==> config.mk <==
export PLATFORM = sky130hd
export DESIGN_NAME = uart_prog_loader
export DESIGN_NICKNAME = d
export VERILOG_FILES = /design/src/rtl/uart_prog_loader.sv
export SDC_FILE = /design/constraint.sdc
export NUM_CORES = 1
export LEC_CHECK = 0
export ABC_AREA = 0
export CAP_MARGIN = 0
export CORE_UTILIZATION = 35
export CTS_CLUSTER_SIZE = 28
export DETAILED_ROUTE_END_ITERATION = 10
export MAX_ROUTING_LAYER = met4
export PLACE_DENSITY = 0.56
export SYNTH_ARGS = -nofsm -noshare
export SYNTH_HDL_FRONTEND = slang
export SYNTH_SLANG_ARGS = --single-unit
==> constraint.sdc <==
create_clock -name clk -period 4.9 [get_ports clk]
set_input_delay 1.47 -clock clk [delete_from_list [all_inputs] [get_ports clk]]
set_output_delay 1.47 -clock clk [all_outputs]
set_load 0.05 [all_outputs]
==> src/rtl/uart_prog_loader.sv <==
`default_nettype none
// +--------------------------------------------------------------------------+
// | uart_prog_loader: 8N1 UART receiver feeding length-prefixed bytes into   |
// | instruction memory; holds the core until the image is complete.          |
// | Optional: define UART_LOADER_CHECKSUM_EN for a trailing XOR check byte.  |
// | Revision: 1.0                                                            |
// +--------------------------------------------------------------------------+
module uart_prog_loader #(
  parameter int CLK_FREQ = 50_000_000,
  parameter int BAUD     = 115_200,
  parameter int ADDR_W   = 12
) (
  input  logic              clk,
  input  logic              rst,
  input  logic              uart_rx,
  input  logic              start_load,
  output logic              prog_wr_en,
  output logic [ADDR_W-1:0] prog_wr_addr,
  output logic [7:0]        prog_wr_data,
  output logic              cpu_hold,
  output logic              load_done,
  output logic              load_err,
  output logic [ADDR_W:0]   byte_count
);

  localparam int CLKS_PER_BIT = CLK_FREQ / BAUD;
  localparam int CNT_W        = $clog2(CLKS_PER_BIT);
  localparam logic [CNT_W-1:0] HALF_BIT = CNT_W'(CLKS_PER_BIT / 2 - 1);
  localparam logic [CNT_W-1:0] FULL_BIT = CNT_W'(CLKS_PER_BIT - 1);
  localparam logic [16:0]      CAPACITY = 17'(2 ** ADDR_W);

  typedef enum logic [1:0] {
    RX_IDLE  = 2'd0,
    RX_START = 2'd1,
    RX_DATA  = 2'd2,
    RX_STOP  = 2'd3
  } rx_state_t;

  typedef enum logic [2:0] {
    S_IDLE   = 3'd0,
    S_LEN_LO = 3'd1,
    S_LEN_HI = 3'd2,
    S_DATA   = 3'd3,
    S_DONE   = 3'd4,
    S_ERR    = 3'd5
`ifdef UART_LOADER_CHECKSUM_EN
    , S_CHK  = 3'd6
`endif
  } ld_state_t;

`ifdef UART_LOADER_CHECKSUM_EN
  localparam ld_state_t S_TAIL = S_CHK;
`else
  localparam ld_state_t S_TAIL = S_DONE;
`endif

  rx_state_t        rx_state_q;
  logic             rx_meta_q;
  logic             rx_sync_q;
  logic [CNT_W-1:0] rx_cnt_q;
  logic [2:0]       rx_bit_q;
  logic [7:0]       rx_shift_q;
  logic             rx_valid_q;
  logic             rx_ferr_q;

  ld_state_t        state_q;
  logic [15:0]      len_q;
  logic [ADDR_W:0]  byte_count_q;
  logic             wr_en_q;
  logic [ADDR_W-1:0] wr_addr_q;
  logic [7:0]       wr_data_q;
  logic             hold_q;
  logic             done_q;
  logic             err_q;
`ifdef UART_LOADER_CHECKSUM_EN
  logic [7:0]       csum_q;
`endif

  logic [15:0]      len_d;
  logic [ADDR_W:0]  byte_count_d;

  assign len_d        = {rx_shift_q, len_q[7:0]};
  assign byte_count_d = byte_count_q + 1'b1;

  // Synchroniser resets high so reset release never looks like a start bit.
  always_ff @(posedge clk or posedge rst) begin
    if (rst) begin
      rx_meta_q  <= 1'b1;
      rx_sync_q  <= 1'b1;
      rx_state_q <= RX_IDLE;
      rx_cnt_q   <= '0;
      rx_bit_q   <= '0;
      rx_shift_q <= '0;
      rx_valid_q <= 1'b0;
      rx_ferr_q  <= 1'b0;
    end else begin
      rx_meta_q  <= uart_rx;
      rx_sync_q  <= rx_meta_q;
      rx_valid_q <= 1'b0;
      rx_ferr_q  <= 1'b0;
      case (rx_state_q)
        RX_IDLE: begin
          if (!rx_sync_q) begin
            rx_state_q <= RX_START;
            rx_cnt_q   <= '0;
          end
        end
        RX_START: begin
          if (rx_cnt_q == HALF_BIT) begin
            rx_cnt_q   <= '0;
            rx_bit_q   <= '0;
            rx_state_q <= rx_sync_q ? RX_IDLE : RX_DATA;
          end else begin
            rx_cnt_q <= rx_cnt_q + 1'b1;
          end
        end
        RX_DATA: begin
          if (rx_cnt_q == FULL_BIT) begin
            rx_cnt_q   <= '0;
            rx_shift_q <= {rx_sync_q, rx_shift_q[7:1]};
            rx_bit_q   <= rx_bit_q + 1'b1;
            if (rx_bit_q == 3'd7) rx_state_q <= RX_STOP;
          end else begin
            rx_cnt_q <= rx_cnt_q + 1'b1;
          end
        end
        RX_STOP: begin
          if (rx_cnt_q == FULL_BIT) begin
            rx_cnt_q   <= '0;
            rx_valid_q <= rx_sync_q;
            rx_ferr_q  <= !rx_sync_q;
            rx_state_q <= RX_IDLE;
          end else begin
            rx_cnt_q <= rx_cnt_q + 1'b1;
          end
        end
        default: rx_state_q <= RX_IDLE;
      endcase
    end
  end

  // DONE/ERR drive their flags while resident, so status lags entry by a cycle.
  always_ff @(posedge clk or posedge rst) begin
    if (rst) begin
      state_q      <= S_IDLE;
      len_q        <= '0;
      byte_count_q <= '0;
      wr_en_q      <= 1'b0;
      wr_addr_q    <= '0;
      wr_data_q    <= '0;
      hold_q       <= 1'b1;
      done_q       <= 1'b0;
      err_q        <= 1'b0;
`ifdef UART_LOADER_CHECKSUM_EN
      csum_q       <= '0;
`endif
    end else begin
      wr_en_q <= 1'b0;
      if (start_load) begin
        state_q      <= S_LEN_LO;
        len_q        <= '0;
        byte_count_q <= '0;
        hold_q       <= 1'b1;
        done_q       <= 1'b0;
        err_q        <= 1'b0;
`ifdef UART_LOADER_CHECKSUM_EN
        csum_q       <= '0;
`endif
      end else begin
        case (state_q)
          S_IDLE: ;
          S_LEN_LO: begin
            if (rx_ferr_q) begin
              state_q <= S_ERR;
            end else if (rx_valid_q) begin
              len_q[7:0] <= rx_shift_q;
              state_q    <= S_LEN_HI;
            end
          end
          S_LEN_HI: begin
            if (rx_ferr_q) begin
              state_q <= S_ERR;
            end else if (rx_valid_q) begin
              len_q[15:8] <= rx_shift_q;
              if (len_d == 16'd0)                state_q <= S_TAIL;
              else if ({1'b0, len_d} > CAPACITY) state_q <= S_ERR;
              else                               state_q <= S_DATA;
            end
          end
          S_DATA: begin
            if (rx_ferr_q) begin
              state_q <= S_ERR;
            end else if (rx_valid_q) begin
              wr_en_q      <= 1'b1;
              wr_addr_q    <= byte_count_q[ADDR_W-1:0];
              wr_data_q    <= rx_shift_q;
              byte_count_q <= byte_count_d;
`ifdef UART_LOADER_CHECKSUM_EN
              csum_q       <= csum_q ^ rx_shift_q;
`endif
              if (17'(byte_count_d) == {1'b0, len_q}) state_q <= S_TAIL;
            end
          end
`ifdef UART_LOADER_CHECKSUM_EN
          S_CHK: begin
            if (rx_ferr_q) begin
              state_q <= S_ERR;
            end else if (rx_valid_q) begin
              state_q <= (rx_shift_q == csum_q) ? S_DONE : S_ERR;
            end
          end
`endif
          S_DONE: begin
            done_q <= 1'b1;
            hold_q <= 1'b0;
          end
          S_ERR: begin
            err_q  <= 1'b1;
            hold_q <= 1'b1;
          end
          default: state_q <= S_IDLE;
        endcase
      end
    end
  end

  assign prog_wr_en   = wr_en_q;
  assign prog_wr_addr = wr_addr_q;
  assign prog_wr_data = wr_data_q;
  assign cpu_hold     = hold_q;
  assign load_done    = done_q;
  assign load_err     = err_q;
  assign byte_count   = byte_count_q;

endmodule
`default_nettype wire

# After elaboration in Yosys (flattened, before gate mapping)
# Cells that the tools add are included.
# word_totals
reg_bits	82
inputBits	4
wordCells	117
# op_classes
add_sub_neg	3
n_lt_le_gt_ge	1
eq_ne	23
muxes	48
bitwise_logic	2
n_reduce_logical	22
# op_table
operator	count
13-bit two-way mux	4
3-bit two-way mux	12
8-bit two-way mux	4
9-bit two-way mux	3
9-bit one-hot mux with 3 select lines	1
13-bit by 16-bit equality test with 1-bit output	1
16-bit by 13-bit > comparator with 1-bit output, second input constant	1
16-bit zero test	1
16-bit two-way mux	1
4-bit != test, second input constant	4
2-bit nonzero test	7
13-bit by 1-bit adder with 13-bit output, second input constant	1
1-bit two-way mux	13
2-bit two-way mux	6
2-bit != test, second input constant	6
3-bit one-hot mux with 4 select lines	1
3-bit AND reduction	4
5-bit AND reduction	2
9-bit by 1-bit adder with 9-bit output, second input constant	1
3-bit equality test, second input constant	3
9-bit by 8-bit equality test with 1-bit output, second input constant	1
9-bit equality test, second input constant	1
2-bit one-hot mux with 4 select lines	1
3-bit by 2-bit equality test with 1-bit output, second input constant	2
other kinds (16)	18

# Depth between registers and ports, before layout
# logic_depth
ltp_word	7
depth_mapped	9

# Least setup slack after synthesis
# OpenSTA, ideal clock, no wires.
# synth_timing
path_kind	register to register
startpoint	register byte_count_q[0], in the netlist byte_count[0]
endpoint	register state_q[1]
setup_ns	0.125
t_arrival_ns	2.556
slack_ns	2.219
stages_incl_launch_ff	8
path_buffers	0
synth_period_minus_slack_ns	2.681
path_cell_list	dfrtp_1 ha_1 nand3_4 or2_1 or4_1 nand3_1 a311o_2 mux2_4
# synth_between
elab_chain_len	4
# synth_lines
element	line	source
start, declared	68	logic [ADDR_W:0] byte_count_q;
start signal, assigned	197	byte_count_q <= byte_count_d;
13-bit by 1-bit adder with 13-bit output	83	assign byte_count_d = byte_count_q + 1'b1;
13-bit by 16-bit equality test with 1-bit output	201	if (17'(byte_count_d) == {1'b0, len_q}) state_q <= S_TAIL;
4-bit != test (no line)	n/a	
5-bit AND reduction (no line)	n/a	
end signal, assigned	192	state_q <= S_ERR;
end signal, assigned	201	
end signal, assigned	221	default: state_q <= S_IDLE;
end, declared	66	ld_state_t state_q;
# Every way passes these cells.
# A chain may end at the register's enable or synchronous reset.

# Worst setup path in the final report
# layout_timing
startpoint	register byte_count_q[7], in the netlist byte_count[7]
endpoint	output byte_count[7]
# layout_rtl
element	line	source
end, declared	23	output logic [ADDR_W:0] byte_count
# No word-level cell between the ends.

==> metrics.txt <==
Commonest cells post-synth=79 x dfrtp_1, 52 x nor2_1, 31 x mux2_2, 21 x nand2_1, 18 x mux2i_1; top-count cell post-synth=dfrtp_1; Gate Count Post-Synth=376; sequential share of the synthesized area=0.505; Register-to-Register Path Depth=8; crit path kind=reg2out; Non-Filler Instances=561; Fin. Hold Viols=0; Area contributors post-synth=dfrtp_1 49%, mux2_2 8.6%, nor2_1 4.8%; Die Y=110 um; clock network power share=0.465; CTS Hold Buffers Added=0; dpl cells=545; ANT cells=0; net switching fraction of the power=0.244; Final nets=423; critical path, cell by cell=clkdlybuf4s50_1; clk sinks=82; Vias=2,863; Mapped Area=4070 um2; combinational share of power=0.065; Seq cells post-synth=82; Max stage delay cell, worst path=clkdlybuf4s50_1; sequential power share=0.470; Slew @ Worst Pin=1160 ps; pwr dens=308 nW/um2; core area=11,400 um2; post-CTS sizing=0; Initial Util=0.358; DRC Markers=0; routability congestion estimate=0.768; crit path launch type=register; Synth area leader=dfrtp_1; Routed Antenna Nets=0; global route overflow=0; maximum vdd drop=0.137 mV; Max Freq=302 MHz; drt pass-1 iters=4; H-tree depth=3; CTS buffer count=9; Clock transition at path regs=60 ps; Ports=41; layout cell share with drive strength beyond 1=0.163; Synth top area share=0.486; delay-heaviest family, CP=buffers and inverters; Die ar.=12,100 um2; initial antenna violation count=0; critical path depth=1; Slew Limit Fails=0; Mapped Nets=386; clk_skew=6.86 ps; RSZ-0062 raised after global routing=no; DR iter-0 viols=133; Die W=110 um; Slew headroom=0.224; Tot Pwr=1510 uW; CP Max Fanout=12; largest net degree at the start of global routing=42; area grow syn2layout=20.6%; status=complete, no violations; Syn Area/Cell=10.8 um2; Yosys cell types=55; Post-synth EDFFs=0; CTS tree=done; Max-Cap Viols=0; Static Leak=0.00222 uW; top_reg_cell synth=dfrtp_1; Final min period=3310 ps; Max Root-Sink Buffers=2; IO buf count=40; internal power=1140 uW; row cnt=39; hold depth=0; worst stage delay on the critical path=890 ps; first-pass GRT wire length=14,200 um; root buf cell=clkbuf_16; Routed Wire Length=8550 um; TNS Setup=0 ps; Net Sw Power=369 uW; Final setup viols=0; Arr. time, crit path=1840 ps; YS warnings=0; Vias/cell=5.10; WP data required=3430 ps; Critical Path Sink Type=output port; Worst Path Buf+Inv=1; setup bufs post-CTS=0; pre-CTS WS=1470 ps; drt wl/cell=15.2 um; Clock Latency Late Sink=350 ps; vias in the first global route=2,796; Tcrit/Tclk final=0.675; Async SR Flop Fraction=1.00; Final WS setup=1590 ps; worst min-delay path class=reg2reg; total track usage=0.163; HPWL Detailed=5770 um
[cells by family after synthesis]
kind of cell,after synthesis,synth area share
simple gates,132,0.165
flops,82,0.505
mux,51,0.137
compound gates,46,0.0784
xor+xnor,30,0.0645
buf+inv,29,0.0317
fa+ha+maj,6,0.0184
[metrics by stage]
step,hold WS (ps),area (um2),utilization
after floorplan,345,4070,-
after global placement,353,4600,0.404
after detailed placement,349,4600,0.404
after CTS,355,4910,0.432
after global routing,363,4910,0.432
final,354,4910,0.432
[routing by layer]
metal | global-route usage | vias up | wire length (um)
met2 | 0.244 | 50 | 3980
met5 | - | - | 0
li1 | - | 1397 | -
met4 | 0.0657 | 0 | 155
met1 | 0.209 | 1406 | 4090
met3 | 0.0415 | 10 | 329
[registers in the layout, summed over array words and instances (netlist names), named ones only]
register and flops:
rx_shift_q 8, prog_wr_data 8, state_q 3, byte_count 13
rx_valid_q 1, rx_sync_q 1, rx_cnt_q 9, prog_wr_addr 12
prog_wr_en 1, rx_ferr_q 1, rx_meta_q 1, rx_state_q 1
cpu_hold 1, load_err 1, rx_bit_q 3, load_done 1
len_q 16
[path summary, 6_finish.rpt]
| check | startpoint | endpoint | slack (ps) |
|---|---|---|---|
| hold reg to reg | rx_meta_q$_DFF_PP1_ | rx_sync_q$_DFF_PP1_ | 350 |
| max in group asynchronous | rst | len_q[8]$_DFFE_PP0P_ | 2610 |
| min in group asynchronous | rst | byte_count[6]$_DFFE_PP0P_ | 1550 |
| setup / recovery | byte_count[7]$_DFFE_PP0P_ | byte_count[7] | 1590 |
| setup reg to reg | rx_cnt_q[0]$_DFFE_PP0P_ | rx_state_q[0]$_DFFE_PP0P_ | 2230 |
| hold / removal | rx_meta_q$_DFF_PP1_ | rx_sync_q$_DFF_PP1_ | 350 |
[layout make-up]
class | instances | area, um2
fill | 1122 | 6460
sequential | 82 | 2060
multi-input combinational | 265 | 1890
timing repair buffer | 44 | 430
clock buffer | 10 | 239
tap | 143 | 179
clock inverter | 6 | 72.6
inverter | 11 | 42.5
[placed cells by master (no fill, tap or decap), types with 2 or more instances in the layout]
cell type | netlist | routed
nand3_1 | 13 | 13
or3_1 | 2 | 2
and3_1 | 4 | 4
o21ai_0 | 15 | 15
dfstp_2 | 3 | 3
nor4_1 | 5 | 5
a2111oi_2 | 2 | 2
nand4b_1 | 2 | 2
mux2_4 | 2 | 2
nand2_1 | 21 | 21
a21oi_1 | 8 | 8
buf_4 | 3 | 4
nor4bb_1 | 2 | 2
nor3b_1 | 2 | 2
nand2b_1 | 3 | 3
mux2_2 | 31 | 31
clkdlybuf4s50_1 | 0 | 40
xnor2_1 | 16 | 16
inv_1 | 11 | 10
ha_1 | 6 | 6
nor2b_1 | 8 | 8
nor3_1 | 5 | 5
o41ai_1 | 2 | 2
inv_6 | 0 | 2
clkbuf_16 | 0 | 9
nand4_1 | 4 | 4
o31ai_1 | 3 | 3
o22ai_1 | 2 | 2
mux2i_1 | 18 | 18
clkinv_4 | 0 | 2
xor2_1 | 14 | 14
dfrtp_1 | 79 | 79
nor2_1 | 52 | 51
[power by group through the flow]
stage / sequential, uW / combinational, uW / clock (uW)
final: 710 / 99.1 / 703
after floorplan: 726 / 68.9 / 0
after global routing: 713 / 110 / 756
after detailed placement: 722 / 101 / 0
after global placement: 722 / 101 / 0
after CTS: 710 / 101 / 725
No activity file was read; power rests on OpenSTA's default activity.
